==> src/rtl/ultrasonic_pkg.sv <==
// Shared constants, FSM encoding and the result record for the ultrasonic ranging path.
// The zone helper is also used wherever a distance must be quantised for the motor block.
package ultrasonic_pkg;

    localparam int DIST_W = 9;
    localparam int ZONE_W = 4;

    localparam logic [2:0] ST_IDLE      = 3'd0;
    localparam logic [2:0] ST_TRIG      = 3'd1;
    localparam logic [2:0] ST_WAIT_RISE = 3'd2;
    localparam logic [2:0] ST_MEASURE   = 3'd3;
    localparam logic [2:0] ST_COOLDOWN  = 3'd4;

    localparam logic [ZONE_W-1:0] ZONE_MAX = '1;

    typedef struct packed {
        logic [DIST_W-1:0] dist_cm;
        logic [ZONE_W-1:0] zone;
        logic              timeout;
    } range_result_t;

    // Coarse distance bucket; anything past the top bucket reads as the farthest zone.
    function automatic logic [ZONE_W-1:0] zone_of(input logic [DIST_W-1:0] cm,
                                                   input int unsigned      shift);
        logic [DIST_W-1:0] q;
        q = cm >> shift;
        if (q > {{(DIST_W-ZONE_W){1'b0}}, ZONE_MAX}) begin
            return ZONE_MAX;
        end
        return q[ZONE_W-1:0];
    endfunction

endpackage

==> src/rtl/us_tick_gen.sv <==
// Prescaler producing a single-cycle tick every DIV clocks.
// While hold is high the count parks at zero, so the first tick lands DIV clocks after release.
module us_tick_gen #(
    parameter int DIV = 50
) (
    input  logic clk,
    input  logic rst,
    input  logic hold,
    output logic tick
);

    localparam int CNT_W = (DIV > 1) ? $clog2(DIV) : 1;
    localparam logic [CNT_W-1:0] CNT_LAST = CNT_W'(DIV - 1);

    logic [CNT_W-1:0] cnt_q;
    logic [CNT_W-1:0] cnt_d;

    always_comb begin
        cnt_d = cnt_q;
        if (hold) begin
            cnt_d = '0;
        end else if (cnt_q == CNT_LAST) begin
            cnt_d = '0;
        end else begin
            cnt_d = cnt_q + 1'b1;
        end
    end

    always_ff @(posedge clk) begin
        if (rst) begin
            cnt_q <= '0;
        end else begin
            cnt_q <= cnt_d;
        end
    end

    assign tick = !hold && (cnt_q == CNT_LAST);

endmodule

==> src/rtl/ultrasonic_ranging_ctrl.sv <==
// Periodic HC-SR04 style ranging sequencer: fires the trigger, times the echo in 1 us ticks,
// converts to centimetres and publishes distance, zone and timeout with a one-cycle strobe.
module ultrasonic_ranging_ctrl
    import ultrasonic_pkg::*;
#(
    parameter int CLK_HZ     = 50_000_000,
    parameter int TRIG_US    = 10,
    parameter int TIMEOUT_US = 30000,
    parameter int PERIOD_US  = 60000,
    parameter int CM_US      = 58,
    parameter int MAX_CM     = 400,
    parameter int ZONE_SHIFT = 3
) (
    input  logic              clk,
    input  logic              rst,
    input  logic              en,
    input  logic              echo,
    output logic              trig,
    output logic [DIST_W-1:0] dist_cm,
    output logic              dist_valid,
    output logic              timeout,
    output logic [ZONE_W-1:0] zone,
    output logic              busy
);

    localparam int US_DIV = CLK_HZ / 1_000_000;
    localparam int CNT_W  = $clog2(PERIOD_US + 1);
    localparam int SUB_W  = (CM_US > 1) ? $clog2(CM_US) : 1;

    localparam logic [CNT_W-1:0]  TRIG_LAST    = CNT_W'(TRIG_US - 1);
    localparam logic [CNT_W-1:0]  TIMEOUT_LAST = CNT_W'(TIMEOUT_US - 1);
    localparam logic [CNT_W-1:0]  PERIOD_LAST  = CNT_W'(PERIOD_US - 1);
    localparam logic [SUB_W-1:0]  SUB_LAST     = SUB_W'(CM_US - 1);
    localparam logic [DIST_W-1:0] CM_SAT       = DIST_W'(MAX_CM);

    logic [2:0]        state_q, state_d;
    logic              trig_q, trig_d;
    logic              busy_q, busy_d;
    logic              valid_q, valid_d;
    range_result_t     result_q, result_d;
    logic [CNT_W-1:0]  us_cnt_q, us_cnt_d;
    logic [CNT_W-1:0]  period_cnt_q, period_cnt_d;
    logic [DIST_W-1:0] cm_q, cm_d;
    logic [SUB_W-1:0]  sub_q, sub_d;
    logic              echo_s1_q, echo_s1_d;
    logic              echo_s2_q, echo_s2_d;
    logic              echo_dly_q, echo_dly_d;

    logic              tick;
    logic              echo_rise;
    logic              echo_fall;
    logic              pub_normal;
    logic              pub_timeout;
    logic [DIST_W-1:0] cm_step;
    logic [SUB_W-1:0]  sub_step;

    us_tick_gen #(
        .DIV (US_DIV)
    ) u_tick (
        .clk  (clk),
        .rst  (rst),
        .hold (state_q == ST_IDLE),
        .tick (tick)
    );

    assign echo_rise = echo_s2_q && !echo_dly_q;
    assign echo_fall = !echo_s2_q && echo_dly_q;

    // Accumulator value after this cycle's tick, so a tick coinciding with the fall still counts.
    always_comb begin
        cm_step  = cm_q;
        sub_step = sub_q;
        if (tick) begin
            if (sub_q == SUB_LAST) begin
                sub_step = '0;
                if (cm_q < CM_SAT) begin
                    cm_step = cm_q + 1'b1;
                end
            end else begin
                sub_step = sub_q + 1'b1;
            end
        end
    end

    always_comb begin
        echo_s1_d    = echo;
        echo_s2_d    = echo_s1_q;
        echo_dly_d   = echo_s2_q;
        state_d      = state_q;
        us_cnt_d     = us_cnt_q;
        period_cnt_d = period_cnt_q;
        cm_d         = cm_q;
        sub_d        = sub_q;
        result_d     = result_q;
        valid_d      = 1'b0;
        pub_normal   = 1'b0;
        pub_timeout  = 1'b0;

        if (tick) begin
            period_cnt_d = period_cnt_q + 1'b1;
        end

        case (state_q)
            ST_IDLE: begin
                us_cnt_d = '0;
                if (en) begin
                    state_d = ST_TRIG;
                end
            end
            ST_TRIG: begin
                if (tick) begin
                    if (us_cnt_q == TRIG_LAST) begin
                        state_d  = ST_WAIT_RISE;
                        us_cnt_d = '0;
                    end else begin
                        us_cnt_d = us_cnt_q + 1'b1;
                    end
                end
            end
            ST_WAIT_RISE: begin
                if (echo_rise) begin
                    state_d  = ST_MEASURE;
                    us_cnt_d = '0;
                    cm_d     = '0;
                    sub_d    = '0;
                end else if (tick) begin
                    if (us_cnt_q == TIMEOUT_LAST) begin
                        pub_timeout = 1'b1;
                        state_d     = ST_COOLDOWN;
                    end else begin
                        us_cnt_d = us_cnt_q + 1'b1;
                    end
                end
            end
            ST_MEASURE: begin
                cm_d  = cm_step;
                sub_d = sub_step;
                // A fall in the same cycle as the last timeout tick is still a valid echo.
                if (echo_fall) begin
                    pub_normal = 1'b1;
                    state_d    = ST_COOLDOWN;
                end else if (tick) begin
                    if (us_cnt_q == TIMEOUT_LAST) begin
                        pub_timeout = 1'b1;
                        state_d     = ST_COOLDOWN;
                    end else begin
                        us_cnt_d = us_cnt_q + 1'b1;
                    end
                end
            end
            ST_COOLDOWN: begin
                if (tick && (period_cnt_q == PERIOD_LAST)) begin
                    state_d = en ? ST_TRIG : ST_IDLE;
                end
            end
            default: begin
                state_d = ST_IDLE;
            end
        endcase

        if ((state_d == ST_TRIG) && (state_q != ST_TRIG)) begin
            period_cnt_d = '0;
            us_cnt_d     = '0;
        end

        if (pub_normal) begin
            result_d.dist_cm = cm_step;
            result_d.zone    = zone_of(cm_step, ZONE_SHIFT);
            result_d.timeout = 1'b0;
            valid_d          = 1'b1;
        end else if (pub_timeout) begin
            result_d.dist_cm = CM_SAT;
            result_d.zone    = ZONE_MAX;
            result_d.timeout = 1'b1;
            valid_d          = 1'b1;
        end

        trig_d = (state_d == ST_TRIG);
        busy_d = (state_d != ST_IDLE);
    end

    always_ff @(posedge clk) begin
        if (rst) begin
            state_q      <= ST_IDLE;
            trig_q       <= 1'b0;
            busy_q       <= 1'b0;
            valid_q      <= 1'b0;
            result_q     <= '0;
            us_cnt_q     <= '0;
            period_cnt_q <= '0;
            cm_q         <= '0;
            sub_q        <= '0;
            echo_s1_q    <= 1'b0;
            echo_s2_q    <= 1'b0;
            echo_dly_q   <= 1'b0;
        end else begin
            state_q      <= state_d;
            trig_q       <= trig_d;
            busy_q       <= busy_d;
            valid_q      <= valid_d;
            result_q     <= result_d;
            us_cnt_q     <= us_cnt_d;
            period_cnt_q <= period_cnt_d;
            cm_q         <= cm_d;
            sub_q        <= sub_d;
            echo_s1_q    <= echo_s1_d;
            echo_s2_q    <= echo_s2_d;
            echo_dly_q   <= echo_dly_d;
        end
    end

    assign trig       = trig_q;
    assign busy       = busy_q;
    assign dist_valid = valid_q;
    assign dist_cm    = result_q.dist_cm;
    assign zone       = result_q.zone;
    assign timeout    = result_q.timeout;

endmodule
==> config.mk <==
export PLATFORM = sky130hd
export DESIGN_NAME = ultrasonic_ranging_ctrl
export DESIGN_NICKNAME = d
export VERILOG_FILES = /design/src/rtl/ultrasonic_pkg.sv /design/src/rtl/us_tick_gen.sv /design/src/rtl/ultrasonic_ranging_ctrl.sv
export SDC_FILE = /design/constraint.sdc
export NUM_CORES = 1
export LEC_CHECK = 0
export BUFFER_PORTS_ARGS = -buffer_cell sky130_fd_sc_hd__buf_2
export CAP_MARGIN = 10
export CELL_PAD_IN_SITES_DETAIL_PLACEMENT = 0
export CELL_PAD_IN_SITES_GLOBAL_PLACEMENT = 1
export CORE_ASPECT_RATIO = 0.8
export CORE_MARGIN = 2
export CORE_UTILIZATION = 51
export DETAILED_ROUTE_END_ITERATION = 16
export PLACE_DENSITY = 0.82
export SLEW_MARGIN = 20
export SYNTH_ARGS = -nofsm -noshare
export SYNTH_HDL_FRONTEND = slang
export SYNTH_SLANG_ARGS = --single-unit
==> constraint.sdc <==
create_clock -name clk -period 5.9 [get_ports clk]
set_clock_uncertainty 0.2 [all_clocks]
set_input_delay 0.295 -clock clk [delete_from_list [all_inputs] [get_ports clk]]
set_output_delay 0.295 -clock clk [all_outputs]
set_load 0.005 [all_outputs]
==> flow_results.org <==
** Power and ir drop
- Dividing total power by cell area gives a power density of 222 nW/um^2.
- Per report_power, the sequential group accounts for 54.1% of the total.
- Fraction of power consumed by the clock network :: 41.7%
- Switching part of the total :: roughly 23%
- Static Leak :: 1.48 nW
- Maximum ir drop on the vdd rail :: 0.000136 V
- Switching power total :: 0.000222 W
- Total Power Consumption :: 0.000958 W
- In this run, the combinational gates consume under 10% of the power.
- Cell internal power was estimated by the tool at 0.000737 W.

** Place
- The congestion estimate from routability-driven global placement came to 0.846.
- The placed instances occupy a cell area of 4110 sq um.
- The wire-length estimate of the detail-placed layout is 6280 um.
- Count of buffers from port buffering :: 20

** Setup path
- In this run the worst path has a maximum fanout of 32.
- Data arrives at the worst endpoint at 2.70 ns.
- For the worst setup path, the data required time is 5.90 ns.
- Critical Path Start Type :: flip-flop
- By startpoint and endpoint, the worst setup path is classified as flip-flop to flip-flop.
- Crit end category :: flip-flop

** Final layout
- Net count reported at finish :: between 400 and 500
- Leaving out fill and tap cells, the most frequent cells in the layout are 76 x dfxtp_1, 70 x nor2_1, 34 x nand2_1, 20 x buf_2, 19 x nand3_1.
- Most common cell after layout, fill and taps aside :: dfxtp_1
- Number of diodes added for antenna fixing :: 0
- Cells with a size suffix above 1 make up 15.4% of the layout.
- Counting the fill cells in the layout gives 710.
- After routing the design area is 4330 sq um.
- From synthesis to final layout, the design area changed by 7.86%.

** Detailed routing
- Overall routed net length :: just under 9000 um
- Via Count :: 3332
- In the routed design, unresolved DRC markers number 0.
- Dividing the detail-routed wire length by the instance count gives roughly 15 um.
- Before antenna repair, the detailed router went through 5 iterations.
- Number of vias per cell :: 5.80
- The first routing iteration left 180 violations.
- Count of nets left with antenna violations after detail routing :: 0

** Yosys
- The mapped netlist covers 4010 sq um.
- After synthesis, the largest family of logic cells by area is simple AND/OR/NAND/NOR gates.
- The synthesized netlist devotes 6.77% of its cell area to XOR and XNOR gates.
- Number of flops mapped to enable cells by yosys :: 0
- Synth unique cells :: 68
- FF+latch count, synth :: 76
- Proportion of register bits with asynchronous set or reset after synthesis :: 0%
- Share of cell area taken by muxes after synthesis :: 0.250%
- Post-Synth Adder-Cell Area :: 2.50%
- Sequential-to-total area share from yosys stat :: 37.9%
- Avg Inst Size Synth :: 8.87 sq um
- Counting every net in the synthesized netlist gives 464.
- Most used flip-flop cell after synthesis :: dfxtp_1
- Compound-cell area share of the yosys netlist :: 18.3%
- Count of warnings emitted by yosys :: 0
- Synthesized-area fraction occupied by and/or/nand/nor cells :: between 30 and 40%
- The cell count after synthesis came out at 452.

** CTS
- Maximum number of buffers from clock root to sink :: 2
- Count of H-tree levels built during CTS :: 3
- Number of setup buffers added after CTS :: 0
- Gates resized during post-CTS repair numbered 0.
- Clock tree from TritonCTS :: built
- Source-to-sink clock delay at the later pin of the worst-skew pair :: 0.35 ns
- Clk sink count :: between 70 and 80
- After clock tree synthesis, the flow added hold-fix buffers numbering 1.
- The root buffer cell chosen for the clock tree is clkbuf_8.
- Number of buffers created by CTS :: 9
- Clock-pin slew was measured on the worst setup and hold paths at around 0.080 ns.

** STA
- The routed design could run at a clock period as short as around 2.7 ns.
- Crit share post-route :: 45.6%
- Static timing analysis puts the maximum clock frequency at roughly 370 MHz.
- Unrepaired setup endpoints after global routing :: false
- Count of pins over their slew limit :: 0
- At the pin with the least slew margin, the transition time is around 0.90 ns.
- Setup TNS after final layout :: 0 ns
- Headroom to the max-slew limit came out at 40.0%.
- Number of hold-slack violations in the final timing report :: 0
- Setup violations remaining at the end of the flow were counted as 0.

** Global route
- Global-route wire length before repair :: 14700 um
- Global routing consumed, over all layers together, between 20% and 30% of the routing resources.
- Total overflow reported by the global router :: 0
- Via count of the first global-routing pass :: 2949
- Entering global routing, the biggest net connects 34 pins.
- The initial antenna violation count was 0.

** Floorplanning
- The die covers 8590 sq um.
- Measured along the x axis, the die boundary spans 103 um.
- After floorplanning, the core was sized to cover 7500 sq um.
- The floorplan has 28 rows.
- For this configuration, the core starts out at a cell density of 53.5%.
- Number of top-level pins :: 21
- Die Ht :: 83.3 um

** Job
- Across the run, the number of max-cap violations was 0.

** Status
- The run finished with clean final reports.

** Worst hold path
- The min-delay analysis places its worst path in the category primary input to flip-flop.
==> per-stage QoR <==
step / utilization (%) / cells / hold slack, ns / worst slack [ns]
after floorplan: - / 452 / 0.165 / 3.74
after global placement: 54.9 / 557 / 0.236 / 3.18
after detailed placement: 54.9 / 557 / 0.240 / 3.19
after CTS: 57.7 / 574 / 0.226 / 3.16
after global routing: 57.7 / 574 / 0.246 / 2.90
final: 57.7 / 574 / 0.239 / 3.21
==> power by group through the flow <==
stage / Combinational [W] / Sequential, W / Clock (W)
after detailed placement: 0.0000396 / 0.000530 / 0
after floorplan: 0.0000324 / 0.000529 / 0
final: 0.0000401 / 0.000518 / 0.000400
after CTS: 0.0000403 / 0.000518 / 0.000414
after global routing: 0.0000439 / 0.000519 / 0.000437
after global placement: 0.0000400 / 0.000530 / 0
==> area by class of cell <==
cell class,count,area [sq um],share of cell area (%)
multi-input combinational,346,2320,53.6
tap,105,131,3.04
clock inverter,5,60.1,1.39
timing repair buffer,22,118,2.72
clock buffer,11,141,3.27
inverter,9,33.8,0.781
sequential,76,1520,35.2
==> cells in the mapped netlist, drive strengths merged (2+ instances only) <==
library cell  number  area (sq um)
dfxtp             76          1520
nor2              72           289
nand2             34           128
nand3             20           113
nor3              19           100
nand4             17           106
xor2              17           149
a21oi             15          90.1
buf               14           109
xnor2             14           123
and3              12          75.1
o21ai             12          67.6
a211oi            10          85.1
a311oi            10           138
inv                9          33.8
ha                 8           100
clkbuf             7          26.3
nor2b              7          43.8
nand2b             6          37.5
a21o               5          37.5
a22oi              5          37.5
a2bb2oi            5          43.8
nor3b              5          47.5
a41oi              4          35.0
and4               4          35.0
nor4               4          46.3
o22a               4          35.0
and2               3          18.8
nand3b             3          22.5
o21bai             3          33.8
or2                3          18.8
or3                3          23.8
a211o              2          17.5
a21boi             2          22.5
and4bb             2          28.8
nor4bb             2          20.0
or4                2          22.5
==> sequential cells by signal (all words and copies together) (netlist names) <==
name / cells
period_cnt_q: 16
us_cnt_q: 16
cm_q: 9
dist_cm: 9
sub_q: 6
u_tick.cnt_q: 6
zone: 4
state_q: 3
busy: 1
dist_valid: 1
echo_dly_d: 1
echo_dly_q: 1
echo_s1_q: 1
timeout: 1
trig: 1
==> routing by layer <==
layer | vias to the layer above | global-route usage, % | wire length, um
met1 | 1573 | 34.3 | 4640
met4 | 0 | 6.82 | 116
met5 | - | 0 | 0
met2 | 85 | 28.0 | 3570
li1 | 1662 | - | -
met3 | 12 | 5.64 | 496
==> path summary, 6_finish.rpt <==
kind                   start              end  cells after the start  slack, ns
max          period_cnt_q[0]  period_cnt_q[5]                      7       3.21
min                      rst          cm_q[2]                      2       0.24
max reg2reg  period_cnt_q[0]  period_cnt_q[5]                      7       3.21
min reg2reg        echo_s1_q       echo_dly_d                      1       0.25
==> critical path: stages, from the launching register on <==
cell	delay, ns
dfxtp_1	0.43
ha_1	0.31
and4b_1	0.22
nand4_1	0.17
o21ai_0	0.28
a21oi_2	0.08
o21bai_4	0.73
nor2_1	0.11
==> cell families after synthesis <==
family,count (synthesis)
fa+ha+maj,8
mux,1
flops,76
simple gates,221
buf+inv,30
compound gates,85
xor+xnor,31
Note: power is estimated with default switching activity, not from simulation.
